$ cat src/rtl/txarb_pkg.sv
`timescale 1ns/1ps
// Shared types and constants for the transmit word arbiter.
// Latency: n/a (declarations only).
// Backpressure: n/a.
// Contents: FSM state enum, word width, transmitter slot timing, gap helper.
package txarb_pkg;

    typedef enum logic [2:0] {
        IDLE      = 3'd0,
        LAUNCH    = 3'd1,
        WAIT_BUSY = 3'd2,
        WAIT_DONE = 3'd3,
        GAP       = 3'd4
    } state_t;

    localparam int          WORD_W        = 32;
    // Clocks per txen slot in the word transmitter; benches size TMO_CYC from it.
    localparam logic [15:0] BYTE_SLOT_CYC = 16'd12432;

    // A zero-length gap still spends one cycle in GAP.
    function automatic logic [15:0] eff_gap(input logic [15:0] g);
        return (g == 16'd0) ? 16'd1 : g;
    endfunction

endpackage

$ cat src/rtl/tx_word_arbiter_if.sv
`timescale 1ns/1ps
// Bundles requester-side and transmitter-side signals of the word arbiter.
// Latency: n/a (wires only).
// Backpressure: req is a level held until its grant bit pulses; tx_busy stalls the arbiter.
// Ports: req/req_data from requesters, grant back; tx_start/tx_word/tx_busy to the
//        transmitter; active/cur_id/err status. master = arbiter, slave = environment.
interface tx_word_arbiter_if #(
    parameter int NREQ = 4
) ();
    logic [NREQ-1:0]    req;
    logic [NREQ*32-1:0] req_data;
    logic [NREQ-1:0]    grant;
    logic               tx_start;
    logic [31:0]        tx_word;
    logic               tx_busy;
    logic               active;
    logic [2:0]         cur_id;
    logic               err;

    modport master (
        input  req, req_data, tx_busy,
        output grant, tx_start, tx_word, active, cur_id, err
    );

    modport slave (
        output req, req_data, tx_busy,
        input  grant, tx_start, tx_word, active, cur_id, err
    );
endinterface

$ cat src/rtl/tx_word_arbiter_rr_pick.sv
`timescale 1ns/1ps
// Combinational round-robin finder: first set req bit after rr_ptr, modulo NREQ.
// Latency: 0 cycles (pure combinational).
// Backpressure: none; vld_o low when no request is pending.
// Ports: req_i, rr_ptr_i in; vld_o, idx_o, upd_o (write idx back to rr_ptr) out.
// Macro TXARB_PRIO0_EN: requester 0 wins outright and leaves the pointer untouched.
module rr_pick #(
    parameter int NREQ = 4
) (
    input  logic [NREQ-1:0] req_i,
    input  logic [2:0]      rr_ptr_i,
    output logic            vld_o,
    output logic [2:0]      idx_o,
    output logic            upd_o
);
    always_comb begin
        vld_o = 1'b0;
        idx_o = rr_ptr_i;
        upd_o = 1'b0;
        // Offsets 1..NREQ: the last-served requester is checked last.
        for (int k = 1; k <= NREQ; k++) begin
            if (!vld_o && req_i[(int'(rr_ptr_i) + k) % NREQ]) begin
                vld_o = 1'b1;
                idx_o = 3'((int'(rr_ptr_i) + k) % NREQ);
                upd_o = 1'b1;
            end
        end
`ifdef TXARB_PRIO0_EN
        // Requester 0 bypasses rotation so 1..NREQ-1 keep their own fairness.
        if (req_i[0]) begin
            vld_o = 1'b1;
            idx_o = 3'd0;
            upd_o = 1'b0;
        end
`endif
    end
endmodule

$ cat src/rtl/tx_word_arbiter.sv
`timescale 1ns/1ps
// Round-robin arbiter sharing one byte-serial word transmitter among NREQ requesters.
// Latency: grant and tx_word on the edge that sees req in IDLE; tx_start one cycle later.
// Backpressure: tx_busy high in IDLE stalls arbitration; inter-word gap of GAP_CYC clocks.
// Ports: clk, rst (async active-low), bus (tx_word_arbiter_if.master).
// Macro TXARB_PRIO0_EN: requester 0 gets fixed top priority (see rr_pick).
module tx_word_arbiter
    import txarb_pkg::*;
#(
    parameter int          NREQ    = 4,
    parameter logic [15:0] GAP_CYC = 16'd100,
    parameter logic [15:0] TMO_CYC = 16'd1000
) (
    input  logic                   clk,
    input  logic                   rst,
    tx_word_arbiter_if.master      bus
);
    state_t            state_q, state_d;
    logic [NREQ-1:0]   grant_q, grant_d;
    logic              tx_start_q, tx_start_d;
    logic [WORD_W-1:0] tx_word_q, tx_word_d;
    logic [2:0]        cur_id_q, cur_id_d;
    logic [2:0]        rr_ptr_q, rr_ptr_d;
    logic [15:0]       tmo_cnt_q, tmo_cnt_d;
    logic [15:0]       gap_cnt_q, gap_cnt_d;
    logic              err_q, err_d;

    logic              pick_vld;
    logic [2:0]        pick_idx;
    logic              pick_upd;
    logic [WORD_W-1:0] pick_word;

    rr_pick #(.NREQ(NREQ)) u_pick (
        .req_i    (bus.req),
        .rr_ptr_i (rr_ptr_q),
        .vld_o    (pick_vld),
        .idx_o    (pick_idx),
        .upd_o    (pick_upd)
    );

    always_comb begin
        pick_word = '0;
        for (int i = 0; i < NREQ; i++) begin
            if (pick_idx == 3'(i)) pick_word = bus.req_data[WORD_W*i +: WORD_W];
        end
    end

    always_comb begin
        state_d    = state_q;
        grant_d    = '0;
        tx_start_d = 1'b0;
        tx_word_d  = tx_word_q;
        cur_id_d   = cur_id_q;
        rr_ptr_d   = rr_ptr_q;
        tmo_cnt_d  = tmo_cnt_q;
        gap_cnt_d  = gap_cnt_q;
        err_d      = err_q;
        unique case (state_q)
            IDLE: begin
                // A transmitter still busy from before (e.g. its own reset lag) holds us off.
                if (!bus.tx_busy && pick_vld) begin
                    tx_word_d = pick_word;
                    grant_d   = {{(NREQ-1){1'b0}}, 1'b1} << pick_idx;
                    cur_id_d  = pick_idx;
                    if (pick_upd) rr_ptr_d = pick_idx;
                    state_d   = LAUNCH;
                end
            end
            LAUNCH: begin
                tx_start_d = 1'b1;
                tmo_cnt_d  = 16'd0;
                state_d    = WAIT_BUSY;
            end
            WAIT_BUSY: begin
                if (bus.tx_busy) begin
                    state_d = WAIT_DONE;
                end else if (tmo_cnt_q == TMO_CYC - 16'd1) begin
                    // Transmitter never answered: drop the word, flag it, keep going.
                    err_d     = 1'b1;
                    gap_cnt_d = 16'd0;
                    state_d   = GAP;
                end else begin
                    tmo_cnt_d = tmo_cnt_q + 16'd1;
                end
            end
            WAIT_DONE: begin
                if (!bus.tx_busy) begin
                    gap_cnt_d = 16'd0;
                    state_d   = GAP;
                end
            end
            GAP: begin
                if (gap_cnt_q == eff_gap(GAP_CYC) - 16'd1) begin
                    state_d = IDLE;
                end else begin
                    gap_cnt_d = gap_cnt_q + 16'd1;
                end
            end
            default: state_d = IDLE;
        endcase
    end

    always_ff @(posedge clk or negedge rst) begin
        if (!rst) begin
            state_q    <= IDLE;
            grant_q    <= '0;
            tx_start_q <= 1'b0;
            tx_word_q  <= '0;
            cur_id_q   <= 3'd0;
            rr_ptr_q   <= 3'(NREQ - 1);
            tmo_cnt_q  <= 16'd0;
            gap_cnt_q  <= 16'd0;
            err_q      <= 1'b0;
        end else begin
            state_q    <= state_d;
            grant_q    <= grant_d;
            tx_start_q <= tx_start_d;
            tx_word_q  <= tx_word_d;
            cur_id_q   <= cur_id_d;
            rr_ptr_q   <= rr_ptr_d;
            tmo_cnt_q  <= tmo_cnt_d;
            gap_cnt_q  <= gap_cnt_d;
            err_q      <= err_d;
        end
    end

    assign bus.grant    = grant_q;
    assign bus.tx_start = tx_start_q;
    assign bus.tx_word  = tx_word_q;
    assign bus.cur_id   = cur_id_q;
    assign bus.err      = err_q;
    assign bus.active   = (state_q != IDLE);

endmodule

$ cat src/flat_wrapper.sv
// flat-port wrapper written by rule: the top's interface ports become plain ports
module tx_word_arbiter_flat import txarb_pkg::*;
#(
    parameter int          NREQ    = 4,
    parameter logic [15:0] GAP_CYC = 16'd100,
    parameter logic [15:0] TMO_CYC = 16'd1000
)
  (clk, rst, bus_req, bus_req_data, bus_tx_busy, bus_grant, bus_tx_start, bus_tx_word, bus_active, bus_cur_id, bus_err);
  tx_word_arbiter_if #(.NREQ(NREQ)) bus_i ();
  input  logic clk;
  input  logic rst;
  input wire logic [$bits(bus_i.req)-1:0] bus_req;
  input wire logic [$bits(bus_i.req_data)-1:0] bus_req_data;
  input wire logic [$bits(bus_i.tx_busy)-1:0] bus_tx_busy;
  output wire logic [$bits(bus_i.grant)-1:0] bus_grant;
  output wire logic [$bits(bus_i.tx_start)-1:0] bus_tx_start;
  output wire logic [$bits(bus_i.tx_word)-1:0] bus_tx_word;
  output wire logic [$bits(bus_i.active)-1:0] bus_active;
  output wire logic [$bits(bus_i.cur_id)-1:0] bus_cur_id;
  output wire logic [$bits(bus_i.err)-1:0] bus_err;
  assign bus_i.req = bus_req;
  assign bus_i.req_data = bus_req_data;
  assign bus_i.tx_busy = bus_tx_busy;
  assign bus_grant = bus_i.grant;
  assign bus_tx_start = bus_i.tx_start;
  assign bus_tx_word = bus_i.tx_word;
  assign bus_active = bus_i.active;
  assign bus_cur_id = bus_i.cur_id;
  assign bus_err = bus_i.err;
  tx_word_arbiter #(.NREQ(NREQ), .GAP_CYC(GAP_CYC), .TMO_CYC(TMO_CYC)) u_core (.clk(clk), .rst(rst), .bus(bus_i));
endmodule
$ cat config.mk
export PLATFORM = sky130hd
export DESIGN_NAME = tx_word_arbiter_flat
export DESIGN_NICKNAME = d
export VERILOG_FILES = /design/src/rtl/txarb_pkg.sv /design/src/rtl/tx_word_arbiter_if.sv /design/src/rtl/tx_word_arbiter_rr_pick.sv /design/src/rtl/tx_word_arbiter.sv /design/src/flat_wrapper.sv
export SDC_FILE = /design/constraint.sdc
export NUM_CORES = 1
export LEC_CHECK = 0
export CAP_MARGIN = 10
export CORE_UTILIZATION = 46
export CTS_BUF_LIST = sky130_fd_sc_hd__clkbuf_8
export DETAILED_ROUTE_END_ITERATION = 16
export PLACE_DENSITY_LB_ADDON = 0.12
export REMOVE_ABC_BUFFERS = 1
export SLEW_MARGIN = 20
export SYNTH_ARGS = -nofsm -noshare
export SYNTH_HDL_FRONTEND = slang
export SYNTH_HIERARCHICAL = 1
export SYNTH_SLANG_ARGS = --single-unit
$ cat constraint.sdc
create_clock -name clk -period 4.1 [get_ports clk]
set_clock_uncertainty 0.05 [all_clocks]
set_input_delay 0.41 -clock clk [delete_from_list [all_inputs] [get_ports clk]]
set_output_delay 0.41 -clock clk [all_outputs]
set_load 0.01 [all_outputs]
==> results of run 1 <==
-- area by class of cell --
class                      count  area [sq um]
clock buffer                  10           138
fill                         755          3070
inverter                      11          41.3
timing repair buffer         181          1810
sequential                    79          1980
tap                          133           166
clock inverter                 6          83.8
multi-input combinational    269          2430
-- cell usage in the layout (no fill, tap or decap), types with 2 or more instances in the layout --
cell             synthesis  layout
nor3_1                   5       5
a31o_2                   5       5
or3b_2                   2       2
a21oi_1                 12      11
a22o_1                  32      32
inv_1                   11      11
bufinv_16                0       2
nor2_1                  12      12
o211ai_1                 4       4
clkbuf_8                 0      10
mux2i_1                  7       7
mux4_2                  32      32
nor4_1                   9       9
nand3_1                 14      14
a311o_1                  6       6
ha_1                     2       2
and4_1                   6       6
a31oi_1                  2       2
dfrtp_1                 77      77
and4b_1                  3       3
dfstp_2                  2       2
or3_1                    2       2
and2_1                   4       4
nand2_1                 21      21
and3_1                   8       8
nand2b_1                 6       6
o22ai_1                  4       4
nand4_1                 12      12
clkdlybuf4s50_1          0     175
nor2b_1                  2       2
o21ai_0                  4       4
mux2_2                   6       6
nand4b_1                 2       2
clkinv_2                 0       3
or4_1                   14      14
buf_4                    1       4
o31ai_1                 10      10
-- how the worst max path moves through the flow --
stage,to,depth (start not counted),startpoint
floorplan,u_core/bus.tx_word[0],4,u_core/rr_ptr_q[1]
global placement,u_core/bus.tx_word[31],7,bus_req[3]
detailed placement,u_core/bus.tx_word[26],7,bus_req[3]
CTS,u_core/bus.tx_word[26],7,bus_req[3]
global route,u_core/bus.tx_word[15],7,bus_req[3]
finish,u_core/bus.tx_word[26],7,bus_req[3]
-- worst max-delay path, cell delays in order --
cell             delay [ns]
clkdlybuf4s50_1        0.55
inv_1                  0.07
o22ai_1                0.20
a221o_2                0.55
buf_12                 0.28
mux4_2                 0.54
a22o_1                 0.21
-- flip-flops by register name, summed over array words and instances, names as in the netlist --
name	cells
u_core/state_q	3
u_core/gap_cnt_q	16
u_core/bus.tx_word	32
u_core/bus.err	1
u_core/tmo_cnt_q	16
u_core/rr_ptr_q	3
u_core/bus.cur_id	3
u_core/bus.grant	4
u_core/bus.tx_start	1
-- synthesized netlist by cell type, types with 2 or more instances --
master | instances | area, sq um
dfrtp_1 | 77 | 1930
nor4_1 | 9 | 56.3
dfstp_2 | 2 | 52.6
nand4_1 | 12 | 75.1
clkbuf_1 | 18 | 67.6
nor2_1 | 12 | 45.0
and3_1 | 8 | 50.1
nand3_1 | 14 | 70.1
a31oi_1 | 2 | 12.5
ha_1 | 2 | 25.0
mux4_2 | 32 | 721
nor3_1 | 5 | 25.0
buf_2 | 11 | 55.1
o31ai_1 | 10 | 75.1
buf_6 | 2 | 22.5
or3b_2 | 2 | 17.5
or4_1 | 14 | 105
a311o_1 | 6 | 60.1
and2_1 | 4 | 25.0
o22ai_1 | 4 | 25.0
o21ai_0 | 4 | 20.0
nand2_1 | 21 | 78.8
nor3_2 | 2 | 20.0
a21oi_1 | 12 | 60.1
inv_1 | 11 | 41.3
and4b_1 | 3 | 30.0
nand2b_1 | 6 | 37.5
mux2i_1 | 7 | 70.1
and4_1 | 6 | 52.6
a31o_2 | 5 | 43.8
nand4b_1 | 2 | 17.5
mux2_2 | 6 | 67.6
or3_1 | 2 | 12.5
nor2b_1 | 2 | 12.5
a22o_1 | 32 | 280
o211ai_1 | 4 | 30.0
-- where the power goes --
| group | internal [mW] | switching [mW] |
|---|---|---|
| clock | 0.358 | 0.287 |
| combinational | 1.01 | 0.754 |
| sequential | 1.02 | 0.212 |
-- routing by layer --
| layer | vias to the layer above | global-route usage (%) |
|---|---|---|
| met3 | 20 | 5.68 |
| li1 | 1892 | - |
| met5 | - | 0 |
| met2 | 146 | 44.3 |
| met1 | 2048 | 30.7 |
| met4 | 0 | 10.3 |
-- logic make-up after synthesis --
| group | share of synthesized area, % |
|---|---|
| buf+inv | 4.23 |
| mux | 18.7 |
| simple gates | 17.6 |
| compound gates | 15.7 |
| fa+ha+maj | 0.545 |
| flops | 43.1 |
==> results.md, run 1 <==
- Vias in the first global route: 4287
- Layout cells sized above 1: 13.7%
- GR Overflow Total: 0
- Leakage: 2.67 nW
- Synthesis Warnings: 6
- Total design power: 3.65 mW
- I/O pin count: 177
- Routed Antenna Nets: 0
- Drt first pass iters: 4
- WL met2: 6680 um
- Width of the die: 102 um
- Depth of the worst register-to-register path: 6
- Flop and latch count out of synthesis: 79
- Clk root buf: clkbuf_8
- Status: complete, no violations
- Via count: 4106
- Crit path launch type: input pin
- Setup bufs post-CTS: 0
- IO buf count: 176
- Dpl cell area: 0.00643 sq mm
- WS Path Type: input pin to register
- Hpwl dp: 9350 um
- Final min period: 2.65 ns
- Cts bufs inserted: 9
- Routed wl met3: 793 um
- Worst-Margin Slew: 0.843 ns
- Row count: 36
- Sequential area share after synthesis: 43.1%
- Final setup fails: 0
- Fin. Hold Viols: 0
- EDFF count, synth: 0
- Slew headroom: 43.7%
- Final Core Density: 68.4%
- Clk buf depth: 2
- Starting Density: 47.2%
- Setup slack, reg-to-reg: 1.52 ns
- Unique masters post-synth: 56
- GPL Wtd Cong: 0.778
- Drt via density: 5.96
- WP data required: 4.28 ns
- Critical Path End Type: register
- R2R Path End: u_core/bus.tx_word[26]
- Unrepaired setup endpoints after global routing: no
- Most used DFF post-synth: dfrtp_1
- Max Cap Viol: 0
- Reg2reg start: u_core/rr_ptr_q[0]
- Gr usage total: 25.5%
- DP Cell Count: 673
- Syn avg cell area: 11.7 sq um
- Routed met1 length: 4890 um
- Design area: 0.00666 sq mm
- DRT Wirelength: 12600 um
- Hold Buf Count CTS: 0
- Slew Limit Fails: 0
- Pwr/cell area: 548 mW/mm^2
- Die area: 0.0104 sq mm
- Die height: 102 um
- Synthesized instance count: 391
- H-tree level count: 3
- Peak VDD IR: 0.268 mV
- Worst min path class: input pin to async pin
- Number of remaining DRC errors: 0
- Final cell count without fillers: 689
- Final worst slack: 1.45 ns
- FFs w/ async S/R, synth: 100%
- F_max: 0.377 GHz
- Clock transition at the registers of the reported paths: 0.09 ns
- # resized after CTS: 0
- DR top layer: met4
- TritonCTS sink count: 79
- Initial DRC Count: 134
- Area grow syn2layout: 45.1%
- Period Utilization, post-route: 64.7%
- WL per Instance: 18.4 um
- Post-synthesis cell area: 0.00459 sq mm
- Initial antenna violation count: 0
- Nets: 688
- Pin count of the biggest net entering global routing: 80
- WHS: 0.0260 ns
- CTS tree: yes
- Core footprint: 0.00973 sq mm
- Clock network latency to the later pin of the worst-skew pair: 0.34 ns
- First-pass GRT wire length: 20200 um
- Setup TNS: 0 ns
- Crit path arrival time: 2.83 ns
- ANT cells: 0
- CP Max Fanout: 22
- Worst slack, placed: 1.16 ns
Power figures use the tool's default switching activity.
==> run 2, diff against run 1 <==
--- a/config.mk
+++ b/config.mk
@@ -6,7 +6,7 @@
 export NUM_CORES = 1
 export LEC_CHECK = 0
 export CAP_MARGIN = 10
-export CORE_UTILIZATION = 46
+export CORE_UTILIZATION = 41
 export CTS_BUF_LIST = sky130_fd_sc_hd__clkbuf_8
 export DETAILED_ROUTE_END_ITERATION = 16
 export PLACE_DENSITY_LB_ADDON = 0.12
==> constraint.sdc (replaced) <==
create_clock -name clk -period 2.4 [get_ports clk]
set_clock_uncertainty 0.05 [all_clocks]
set_input_delay 0.24 -clock clk [delete_from_list [all_inputs] [get_ports clk]]
set_output_delay 0.24 -clock clk [all_outputs]
set_load 0.01 [all_outputs]
==> run 2 against run 1 <==
  * Clock power up 57%
  * Wire length up 1.2%
  * Cell count grew 2.3%
  * Non-clock buffer count rose by 10
  * Register-to-register slack got worse by 1.4 ns
  * Via count down 0.44%
  * Die area rose by 12%
  * Design area grew 2.0%
  * Combinational power increased by 80%
  * Global-route usage shrank 2.7 points
  * Highest routed layer unchanged
  * Sequential power grew 72%
  * Sequential share of layout area is 0.59 points lower
==> results.md, run 2 (synthesized netlist as in run 1, its figures left out) <==
- Final min period: 2.26 ns
- CP Cell Sequence: ha_1 -> and4_1 -> and4_1 -> or4_1 -> a21oi_1
- Leakage: 2.74 nW
- Pin count of the biggest net entering global routing: 43
- Cts bufs inserted: 9
- Crit path from: u_core/tmo_cnt_q[0]
- Fin. Hold Viols: 0
- Number of remaining DRC errors: 0
- Bufs and invs on worst path: 0
- First-pass GRT wire length: 20300 um
- Clk root buf: clkbuf_8
- Final setup fails: 0
- Most frequent cells in the layout: clkdlybuf4s50_1 (175), dfrtp_1 (77), mux4_2 (32), a22o_1 (32), nand2_1 (21)
- Design area: 0.00679 sq mm
- Routed wl met3: 846 um
- Initial DRC Count: 188
- Initial antenna violation count: 0
- Critical path depth: 5
- Starting Density: 42.1%
- Multi-input gate area: 0.00243 sq mm
- WP data required: 2.63 ns
- Setup slack, reg-to-reg: 0.14 ns
- Setup bufs post-CTS: 0
- Most common cell after layout, fill and taps aside: clkdlybuf4s50_1
- Reg2reg start: u_core/tmo_cnt_q[0]
- CP dominant cell by count: and4_1
- GR Overflow Total: 0
- Core footprint: 0.0109 sq mm
- Sequential cell area: 0.00198 sq mm
- Max Cap Viol: 0
- Dpl cell area: 0.00658 sq mm
- Clock network latency to the later pin of the worst-skew pair: 0.35 ns
- Total design power: 6.30 mW
- H-tree level count: 3
- R2R Path End: u_core/tmo_cnt_q[6]
- DP Cell Count: 689
- Crit path max-delay family: simple AND/OR/NAND/NOR gates
- Routed met1 length: 5230 um
- Peak VDD IR: 0.425 mV
- Max incr delay on CP: 0.59 ns
- IO buf count: 176
- Via count: 4088
- Worst slack, placed: 0.00337 ns
- Hpwl dp: 9590 um
- Crit path to: u_core/tmo_cnt_q[6]
- Width of the die: 108 um
- Vias in the first global route: 4187
- Setup TNS: 0 ns
- Pwr/cell area: 928 mW/mm^2
- Crit path arrival time: 2.49 ns
- Die area: 0.0116 sq mm
- Status: complete, no violations
- Worst-Margin Slew: 0.587 ns
- # fillers: 855
- Die height: 108 um
- Area grow syn2layout: 48.0%
- Nets: 698
- WL per Instance: 18.2 um
- F_max: 0.443 GHz
- CP Max Fanout: 18
- WL met2: 6420 um
- Unrepaired setup endpoints after global routing: no
- DR top layer: met4
- ANT cells: 0
- WS Path Type: register to register
- Critical Path End Type: register
- Routed Antenna Nets: 0
- GPL Wtd Cong: 0.804
- Row count: 38
- TritonCTS sink count: 79
- Max reg flops: 32
- DRT Wirelength: 12800 um
- Clk buf depth: 2
- Depth of the worst register-to-register path: 5
- Crit path launch type: register
- Drt via density: 5.80
- I/O pin count: 177
- Final worst slack: 0.141 ns
- CTS tree: yes
- Clock transition at the registers of the reported paths: 0.08 ns
- Worst min path class: input pin to async pin
- Drt first pass iters: 4
- Slew headroom: 60.9%
- Slew Limit Fails: 0
- Period Utilization, post-route: 94.1%
- Gr usage total: 22.7%
- Final cell count without fillers: 705
- Layout cells sized above 1: 14.7%
- Worst path slowest cell: or4_1
==> run 2: cell count changes in the layout (fill, tap and decap cells not counted), sizes merged <==
cell and delta:
buf +9, clkinv -3, bufinv -1, clkbuf +1, clkinvlp +1, dlygate4sd3 +1
inv +1
==> run 2: routing by layer <==
layer | global-route usage [%] | vias up
li1 | - | 1921
met1 | 27.5 | 2020
met2 | 37.9 | 127
met3 | 6.30 | 20
met4 | 9.49 | 0
met5 | 0 | -
==> run 2: repair_timing <==
action	4_1_cts	5_1_grt
hold endpoints to repair	41	0
resized for setup	0	0
hold buffers	1	0
==> run 2: stage by stage <==
step | hold slack (ns) | utilization [%]
floorplan | -0.106 | -
global placement | 0.222 | 60.4
detailed placement | 0.222 | 60.4
CTS | 0.377 | 62.4
global route | 0.416 | 62.4
finish | 0.364 | 62.4
==> run 2: how the worst min path moves through the flow <==
stage / startpoint / end / cells past startpoint
final: rst / u_core/tmo_cnt_q[9] / 2
after global routing: rst / u_core/gap_cnt_q[10] / 2
after CTS: rst / u_core/gap_cnt_q[10] / 2
after detailed placement: rst / u_core/tmo_cnt_q[9] / 1
after global placement: rst / u_core/bus.tx_start / 1
after floorplan: rst / u_core/bus.cur_id[0] / 0
==> run 2: cell type report <==
cell class | count | share of cell area, %
multi-input combinational | 269 | 35.8
sequential | 79 | 29.2
timing repair buffer | 191 | 28.9
tap | 140 | 2.58
clock buffer | 11 | 2.23
clock inverter | 4 | 0.682
inverter | 11 | 0.608
==> run 2: report_power, final <==
| group | internal (mW) | switching, mW |
|---|---|---|
| registers | 1.75 | 0.361 |
| clock network | 0.527 | 0.484 |
| logic | 1.88 | 1.31 |
